$ cat src/rtl/access_port_responder.sv
// access_port_responder: responder end of one agent's access port.
// Buffers agent requests in a small FIFO, issues them one at a time to the
// cache controller core, and returns one completion pulse per request
// carrying the hit flag and the issue-to-done latency.
//
// Ports:
//   clk, rst_n          clock, asynchronous active-low reset
//   valid/opcode/addr   agent request (opcode 0 = access, 1 = flush)
//   full                FIFO full, agent must hold off valid
//   overflow            sticky, set when valid arrives while full
//   retval/ret_hit/ret_lat  one-cycle completion pulse and its payload
//   core_req/core_opcode/core_addr  request presented to the core
//   core_stall          core cannot accept this cycle
//   core_done/core_hit  core completion and hit result
module access_port_responder #(
  parameter int unsigned ADDR_LEN = 8,
  parameter int unsigned DEPTH    = 2,
  parameter int unsigned LAT_W    = 8
) (
  input  logic                clk,
  input  logic                rst_n,
  input  logic                valid,
  input  logic                opcode,
  input  logic [ADDR_LEN-1:0] addr,
  output logic                full,
  output logic                retval,
  output logic                ret_hit,
  output logic [LAT_W-1:0]    ret_lat,
  output logic                overflow,
  output logic                core_req,
  output logic                core_opcode,
  output logic [ADDR_LEN-1:0] core_addr,
  input  logic                core_stall,
  input  logic                core_done,
  input  logic                core_hit
);

  localparam int unsigned PTR_W = $clog2(DEPTH);
  localparam int unsigned CNT_W = PTR_W + 1;
  localparam int unsigned ENT_W = ADDR_LEN + 1;
  localparam logic [CNT_W-1:0] CNT_FULL = CNT_W'(DEPTH);
  localparam logic [LAT_W-1:0] LAT_MAX  = {LAT_W{1'b1}};

  typedef enum logic [1:0] {
    S_IDLE  = 2'd0,
    S_ISSUE = 2'd1,
    S_WAIT  = 2'd2,
    S_RESP  = 2'd3
  } state_e;

  state_e            state_q, state_d;
  logic [ENT_W-1:0]  mem_q [DEPTH];
  logic [PTR_W-1:0]  wr_ptr_q, wr_ptr_d;
  logic [PTR_W-1:0]  rd_ptr_q, rd_ptr_d;
  logic [CNT_W-1:0]  count_q, count_d;
  logic              full_q, full_d;
  logic              overflow_q, overflow_d;
  logic [LAT_W-1:0]  lat_q, lat_d;
  logic              retval_q, retval_d;
  logic              ret_hit_q, ret_hit_d;
  logic [LAT_W-1:0]  ret_lat_q, ret_lat_d;
  logic              core_req_q, core_req_d;
  logic              core_opcode_q, core_opcode_d;
  logic [ADDR_LEN-1:0] core_addr_q, core_addr_d;

  logic              push;
  logic              pop;
  logic [ENT_W-1:0]  head;

  // FIFO bookkeeping; admission uses the registered full flag (pre-edge count)
  always_comb begin
    push       = valid && !full_q;
    pop        = (state_q == S_ISSUE) && !core_stall;
    wr_ptr_d   = push ? wr_ptr_q + PTR_W'(1) : wr_ptr_q;
    rd_ptr_d   = pop  ? rd_ptr_q + PTR_W'(1) : rd_ptr_q;
    count_d    = count_q + CNT_W'(push) - CNT_W'(pop);
    full_d     = (count_d == CNT_FULL);
    overflow_d = overflow_q || (valid && full_q);
    head       = mem_q[rd_ptr_q];
  end

  // Storage array needs no reset: occupancy is tracked by count_q
  always_ff @(posedge clk) begin
    if (push) begin
      mem_q[wr_ptr_q] <= {opcode, addr};
    end
  end

  // Next-state and registered-output logic
  always_comb begin
    state_d       = state_q;
    lat_d         = lat_q;
    retval_d      = 1'b0;
    ret_hit_d     = 1'b0;
    ret_lat_d     = '0;
    core_req_d    = 1'b0;
    core_opcode_d = core_opcode_q;
    core_addr_d   = core_addr_q;

    case (state_q)
      S_IDLE: begin
        if (count_q != '0) begin
          state_d = S_ISSUE;
        end
      end
      S_ISSUE: begin
        if (!core_stall) begin
          lat_d = LAT_W'(1);
          if (core_done) begin
            state_d   = S_RESP;
            retval_d  = 1'b1;
            ret_hit_d = core_hit;
            ret_lat_d = LAT_W'(1);
          end else begin
            state_d = S_WAIT;
          end
        end
      end
      S_WAIT: begin
        if (core_done) begin
          state_d   = S_RESP;
          retval_d  = 1'b1;
          ret_hit_d = core_hit;
          ret_lat_d = lat_q;
        end else if (lat_q != LAT_MAX) begin
          lat_d = lat_q + LAT_W'(1);
        end
      end
      S_RESP: begin
        state_d = (count_q != '0) ? S_ISSUE : S_IDLE;
      end
      default: begin
        state_d = S_IDLE;
      end
    endcase

    // Head is stable whenever ISSUE is entered or held: no pop happens
    // in IDLE, RESP, or a stalled ISSUE cycle
    if (state_d == S_ISSUE) begin
      core_req_d                  = 1'b1;
      {core_opcode_d, core_addr_d} = head;
    end
  end

  // State and output registers
  always_ff @(posedge clk or negedge rst_n) begin
    if (!rst_n) begin
      state_q       <= S_IDLE;
      wr_ptr_q      <= '0;
      rd_ptr_q      <= '0;
      count_q       <= '0;
      full_q        <= 1'b0;
      overflow_q    <= 1'b0;
      lat_q         <= '0;
      retval_q      <= 1'b0;
      ret_hit_q     <= 1'b0;
      ret_lat_q     <= '0;
      core_req_q    <= 1'b0;
      core_opcode_q <= 1'b0;
      core_addr_q   <= '0;
    end else begin
      state_q       <= state_d;
      wr_ptr_q      <= wr_ptr_d;
      rd_ptr_q      <= rd_ptr_d;
      count_q       <= count_d;
      full_q        <= full_d;
      overflow_q    <= overflow_d;
      lat_q         <= lat_d;
      retval_q      <= retval_d;
      ret_hit_q     <= ret_hit_d;
      ret_lat_q     <= ret_lat_d;
      core_req_q    <= core_req_d;
      core_opcode_q <= core_opcode_d;
      core_addr_q   <= core_addr_d;
    end
  end

  assign full        = full_q;
  assign overflow    = overflow_q;
  assign retval      = retval_q;
  assign ret_hit     = ret_hit_q;
  assign ret_lat     = ret_lat_q;
  assign core_req    = core_req_q;
  assign core_opcode = core_opcode_q;
  assign core_addr   = core_addr_q;

endmodule

$ cat config.mk
export PLATFORM = sky130hd
export DESIGN_NAME = access_port_responder
export DESIGN_NICKNAME = d
export VERILOG_FILES = /design/src/rtl/access_port_responder.sv
export SDC_FILE = /design/constraint.sdc
export NUM_CORES = 1
export LEC_CHECK = 0
export CORE_MARGIN = 4
export CORE_UTILIZATION = 47
export CTS_CLUSTER_SIZE = 10
export DETAILED_ROUTE_END_ITERATION = 10
export HOLD_SLACK_MARGIN = 0.08
export PLACE_DENSITY = 0.78
export SETUP_SLACK_MARGIN = 0.5
export SYNTH_ARGS = -nofsm -noshare
export SYNTH_HDL_FRONTEND = slang
export SYNTH_SLANG_ARGS = --single-unit
export TNS_END_PERCENT = 20
$ cat constraint.sdc
create_clock -name clk -period 1.9 [get_ports clk]
set_clock_uncertainty 0.15 [all_clocks]
set_input_delay 0.38 -clock clk [delete_from_list [all_inputs] [get_ports clk]]
set_output_delay 0.38 -clock clk [all_outputs]
set_load 0.01 [all_outputs]
==> metrics.cfg, run 1 <==
[clock_network]
clock_path_buffers = 2
tritoncts = yes
cts_buffers = 5
cts_sinks = 54
htreeDepth = 2
cts_hold_buf = 0
root_buffer = clkbuf_8
insertion_delay_ns = 0.31
path_clk_slew_ns = 0.10

[synthesis]
yosysMostFrequentCell = dfrtp_1
synth_nets = 188
synth_area_leaders = dfrtp_1, edfxtp_1, mux2_2, ha_1, and2_1
synth-seq-cells = 54
synth.distinct_cells = 33
synth_top_area_share = 0.400
ys_seq_area_frac = 0.639
syn_area_um2 = 2250
syn_inst = 166
yosysWarnings = 0
synthArstFlopShare = 0.667
yosys.area.top_type = dfrtp_1
ys_top_cells_by_count = dfrtp_1, mux2_2, edfxtp_1, nand2_1
avgSynthCellArea_um2 = 13.6
synth_edf_count = 18
synth_flop_cell = dfrtp_1

[power]
powerDensity_nw_per_um2 = 1730
internal_power_mw = 3.64
leakagePower_nw = 1.38
p_sw_mw = 1.97
vdd.ir_drop.worst_mv = 1.00
pwr-share-comb = 0.520
switching_share = 0.351
power_frac_seq = 0.339
clock_power_share = 0.141

[detailed_routing]
ant_nets = 0
vias_per_cell = 5.73
drc = 0
wirelength_um = 5260
dr.pass1.iters = 4
via_count = 1657
drt_first_iter_violations = 118
wire_per_inst_um = 18.2

[final_layout]
n_antenna_cell = 0
drive_gt1_frac = 0.473
final_nets = 258
areaGrowthSynthToFinish_pct = 43.5

[sta]
hold_viol = 0
min_period_ns = 2.07
slew_violations = 0
hold_slack_ns = 0.187
worst_slack_ns = -0.165
worstMarginPinSlew_ns = 0.454
tns_ns = -1.48
max_freq_mhz = 484
relSlewSlack = 0.698
finalCritPeriodShare = 1.09
finalSetupViolCount = 12
rsz0062_at_grt = yes

[critical_path]
start_kind = register
worstSetupPathType = register to register
crit_buf_inv = 2
cp.arrival_ns = 2.12
path_max_fanout = 5
cpPeakStageDelay_ns = 0.46
critPathSlowestCell = dfrtp_2
cp.required_ns = 1.95
endpoint_kind = register
critPathTopFamily = flip-flops
crit_chain = buf_4 > ha_1 > nor2_1 > o21ai_2 > a22oi_4 > clkbuf_16 > mux2_4

[grt]
grt_pass1_wl_um = 8270
grt_max_degree = 37
grtUsageTotal = 0.176
antenna_found_initial = 0
overflow = 0
grt_pass1_vias = 1689

[floorplanning]
core-area_um2 = 4500
rows = 24
start_util = 0.501
die_w_um = 77.3
die_area_um2 = 5970
fp.dieH_um = 77.3
ioPinCount = 37

[flow_run]
cap_violations = 0

[placed_design]
port_buffers = 36
place_hpwl_um = 3130
gp_congestion = 0.798

[outcome]
violations = setup timing
status = finished, violations left

[hold_path]
hp-class = input port to register

flip-flops by register name, indices dropped and copies added, names as in the netlist, 2 cells and up:
name       cells
count_q        2
core_addr      8
lat_q          8
ret_lat        8
mem_q         18
state_q        2
layer usage:
layer  track usage  part of all wire
met2         0.310              0.53
met4        0.0427             0.025
met1         0.213              0.39
met5             0                 0
met3        0.0504             0.055
layout make-up:
| cell class | count | area [µm²] |
|---|---|---|
| clock inverters | 3 | 48.8 |
| fillers | 308 | 1270 |
| multi-input cells | 105 | 1000 |
| clock buffers | 5 | 68.8 |
| well taps | 52 | 65.1 |
| flip-flops and latches | 54 | 1440 |
| repair buffers | 65 | 577 |
| inverters | 5 | 26.3 |
cells in the final DEF, fill, tap and decap left out, types with 3 or more instances in the layout:
master,count
xnor2_1,4
buf_6,13
nor2b_4,3
nand3_1,6
edfxtp_1,18
inv_4,3
nor2_1,4
nor2b_1,3
nand2_1,8
dfrtp_1,34
and2_1,6
mux2_4,10
nand2b_1,3
ha_4,3
mux2_2,9
clkdlybuf4s50_1,13
clkbuf_8,5
o21ai_2,5
buf_2,19
a21oi_1,4
o21ai_1,3
buf_4,15
ha_1,3
kinds of logic after synthesis:
family / after synthesis / synth area share
fa+ha+maj: 7 / 0.0388
buf+inv: 7 / 0.0117
simple gates: 44 / 0.102
compound gates: 30 / 0.0943
xor+xnor: 5 / 0.0194
flops: 54 / 0.639
mux: 19 / 0.0949
path summary, 6_finish.rpt:
path / from / endpoint / slack, ns / depth (start not counted)
max: state_q[0] / core_addr[3] / -0.17 / 7
min: valid / overflow / 0.19 / 2
max reg2reg: state_q[0] / core_addr[3] / -0.17 / 7
min reg2reg: overflow / overflow / 0.33 / 1
max in group asynchronous: rst_n / state_q[0] / 0.94 / 2
min in group asynchronous: rst_n / rd_ptr_q / 0.33 / 2
timing repair:
item                                    4_1_cts  5_1_grt
buffers inserted                              7        6
cloned                                        0        1
pin swaps                                     4       11
endpoints found under the setup margin       70       61
gates resized for setup                     121       43
power groups by stage:
stage / clock [mW] / sequential [mW] / combinational [mW]
after detailed placement: 0 / 1.86 / 1.96
after floorplan: 0 / 1.84 / 1.15
after global placement: 0 / 1.84 / 1.86
after global routing: 0.865 / 1.95 / 3.11
after CTS: 0.799 / 1.83 / 2.24
final: 0.789 / 1.90 / 2.92
stage by stage:
step	util	instances	power, mW	area [µm²]	worst slack (ns)
floorplan	-	166	2.99	2270	0.0142
global placement	0.624	267	3.70	2810	-0.308
detailed placement	0.624	267	3.82	2810	-0.392
CTS	0.663	282	4.87	2990	-0.0976
global route	0.718	289	5.93	3230	-0.199
finish	0.718	289	5.61	3230	-0.165
Power figures use the tool's default switching activity.
==> run 2: changes to the inputs <==
--- a/config.mk
+++ b/config.mk
@@ -12,6 +12,7 @@
 export HOLD_SLACK_MARGIN = 0.08
 export PLACE_DENSITY = 0.78
 export SETUP_SLACK_MARGIN = 0.5
+export SKIP_CTS_REPAIR_TIMING = 1
 export SYNTH_ARGS = -nofsm -noshare
 export SYNTH_HDL_FRONTEND = slang
 export SYNTH_SLANG_ARGS = --single-unit
==> run 2 against run 1 <==
  * The flow still finishes with violations (setup timing)
  * Wire length fell by 15%
  * Via count shrank 6.7%
  * Clock power shrank 0.8%
  * Global-route usage decreased by 1.6 points
  * Sequential power down 3%
  * Worst hold slack gained 0.14 ns
  * Sequential share of layout area rose by 3.5 points
  * Power decreased by 13%
  * Count of clock-buffer cells in the layout unchanged
  * First-iteration DRC count rose by 14%
  * Highest routed layer unchanged
==> metrics.cfg, run 2 (synthesis gave the netlist of run 1 again) <==
[floorplanning]
start_util = 0.501  ; unchanged
fp.dieH_um = 77.3  ; unchanged
die_w_um = 77.3  ; unchanged
die_area_um2 = 5970  ; unchanged
core-area_um2 = 4500  ; unchanged
rows = 24  ; unchanged
ioPinCount = 37  ; unchanged

[final_layout]
final_nets = 249  ; was 258
final_common_cell = dfrtp_1  ; unchanged
largest_reg_flops = 18  ; unchanged
n_antenna_cell = 0  ; unchanged
finish.utilization = 0.666  ; was 0.718
top_register = mem_q  ; unchanged
drive_gt1_frac = 0.390  ; was 0.473
most-common-layout-cells = dfrtp_1, mux2_2, edfxtp_1, buf_4, clkdlybuf4s50_1  ; was dfrtp_1, buf_2, edfxtp_1, buf_4
areaGrowthSynthToFinish_pct = 33.0  ; was 43.5%

[critical_path]
start_kind = register  ; unchanged
worstSetupPathType = register to register  ; unchanged
cp.required_ns = 1.95  ; about the same
reg2reg_to = core_addr[3]  ; unchanged
reg2reg_from = state_q[1]  ; was state_q[0]
r2r_cells = 7  ; unchanged
cp.arrival_ns = 2.05  ; was 2.12 ns
path_max_fanout = 10  ; was 5
critPathSlowestCell = dfrtp_1  ; was dfrtp_2
endpoint_kind = register  ; unchanged
worstSetupStartpoint = state_q[1]  ; was state_q[0]
cp-endpoint = core_addr[3]  ; unchanged
crit_chain = inv_2 > ha_4 > a211oi_2 > o21a_1 > a22oi_4 > buf_12 > mux2_2  ; was buf_4 > ha_1 > nor2_1 > o21ai_2 > a22oi_4 > clkbuf_16 > mux2_4
cpPeakStageDelay_ns = 0.42  ; was 0.46 ns
worst-r2r-setup-slack_ns = -0.1  ; was -0.17 ns

[clock_network]
cts_buffers = 5  ; unchanged
cts_sinks = 54  ; unchanged
path_clk_slew_ns = 0.10  ; about the same
insertion_delay_ns = 0.31  ; about the same
htreeDepth = 2  ; unchanged
clock_path_buffers = 2  ; unchanged
tritoncts = yes  ; unchanged
root_buffer = clkbuf_8  ; unchanged

[sta]
slew_violations = 0  ; unchanged
rsz0062_at_grt = yes  ; unchanged
relSlewSlack = 0.692  ; was 0.698
finalCritPeriodShare = 1.05  ; was 1.09
hold_viol = 0  ; unchanged
max_freq_mhz = 500  ; was 484 MHz
finalSetupViolCount = 11  ; was 12
min_period_ns = 2.00  ; was 2.07 ns
hold_slack_ns = 0.325  ; was 0.187 ns
worst_slack_ns = -0.0984  ; was -0.165 ns
worstMarginPinSlew_ns = 0.461  ; was 0.454 ns

[placed_design]
port_buffers = 36  ; unchanged
gp_congestion = 0.798  ; unchanged
place_hpwl_um = 3130  ; unchanged
post-place-ws_ns = -0.392  ; unchanged

[detailed_routing]
vias_per_cell = 5.52  ; was 5.73
drt_first_iter_violations = 135  ; was 118
wirelength_um = 4480  ; was 5260 µm
ant_nets = 0  ; unchanged
via_count = 1546  ; was 1,657
drc = 0  ; unchanged
wire_per_inst_um = 16.0  ; was 18.2 µm
dr.pass1.iters = 4  ; unchanged

[hold_path]
hp-class = register to register  ; was input port to register

[grt]
antenna_found_initial = 0  ; unchanged
grtUsageTotal = 0.160  ; was 0.176
overflow = 0  ; unchanged
grt_pass1_vias = 1579  ; was 1,689
grt_max_degree = 37  ; unchanged
grt_pass1_wl_um = 7570  ; was 8270 µm

[outcome]
violations = setup timing  ; unchanged
status = finished, violations left  ; unchanged

[power]
leakagePower_nw = 1.26  ; was 1.38 nW
vdd.ir_drop.worst_mv = 0.971  ; was 1.00 mV
powerDensity_nw_per_um2 = 1620  ; was 1730 nW/µm²

[flow_run]
cap_violations = 0  ; unchanged

-- run 2: cell count changes in the layout (fill, tap and decap cells not counted), moves of 5 or more --
cell,before,now
buf_2,19,6
buf_6,13,2
clkbuf_2,0,12
mux2_2,9,19
mux2_4,10,0
o21ai_0,1,6
-- run 2: worst min-delay path by stage --
stage | depth (start not counted) | slack (ns) | to | start
after detailed placement | 1 | 0.31 | overflow | overflow
after global routing | 1 | 0.36 | overflow | overflow
after CTS | 1 | 0.34 | overflow | overflow
final | 1 | 0.32 | overflow | overflow
after global placement | 1 | 0.29 | overflow | overflow
after floorplan | 0 | -0.07 | core_addr[0] | rst_n
-- run 2: cell type report --
class	count	area, µm²
Multi-Input combinational cell	105	900
Sequential cell	54	1440
Tap cell	52	65.1
Clock inverter	3	48.8
Clock buffer	5	68.8
Inverter	5	21.3
Timing Repair Buffer	56	453
Fill cell	348	1510
-- run 2: stage by stage --
stage	area (µm²)	setup TNS, ns	total power, mW	instances
floorplan	2270	0	2.99	166
global placement	2810	-4.51	3.70	267
detailed placement	2810	-6.22	3.82	267
CTS	2930	-1.86	4.60	275
global route	3000	-1.93	5.19	280
finish	3000	-0.910	4.86	280
-- run 2: worst max-delay path: cells and delay by family (launching register included) --
kind                       cells  cell delay [ns]
AOI/OAI and AO/OA              3             0.51
DFF                            1             0.42
muxes                          1             0.34
buffers and inverters          2             0.29
adders and majority gates      1             0.18
-- run 2: report_power, final --
part	total, mW	internal, mW	leakage, nW	switching (mW)
registers	1.85	1.57	0.621	0.279
clock network	0.783	0.401	0.0563	0.382
logic	2.22	1.21	0.584	1.02
total	4.86	3.18	1.26	1.68
-- run 2: metal layers --
layer,part of all wire,global-route usage
met5,0,0
met4,0.022,0.0463
met3,0.058,0.0515
met2,0.51,0.273
met1,0.41,0.194
==> run 3: changes to the inputs <==
--- a/config.mk
+++ b/config.mk
@@ -13,6 +13,7 @@
 export PLACE_DENSITY = 0.78
 export SETUP_SLACK_MARGIN = 0.5
 export SKIP_CTS_REPAIR_TIMING = 1
+export SLEW_MARGIN = 20
 export SYNTH_ARGS = -nofsm -noshare
 export SYNTH_HDL_FRONTEND = slang
 export SYNTH_SLANG_ARGS = --single-unit
==> results of run 3 <==
Final layout, timing and power as in run 2 (identical DEF).
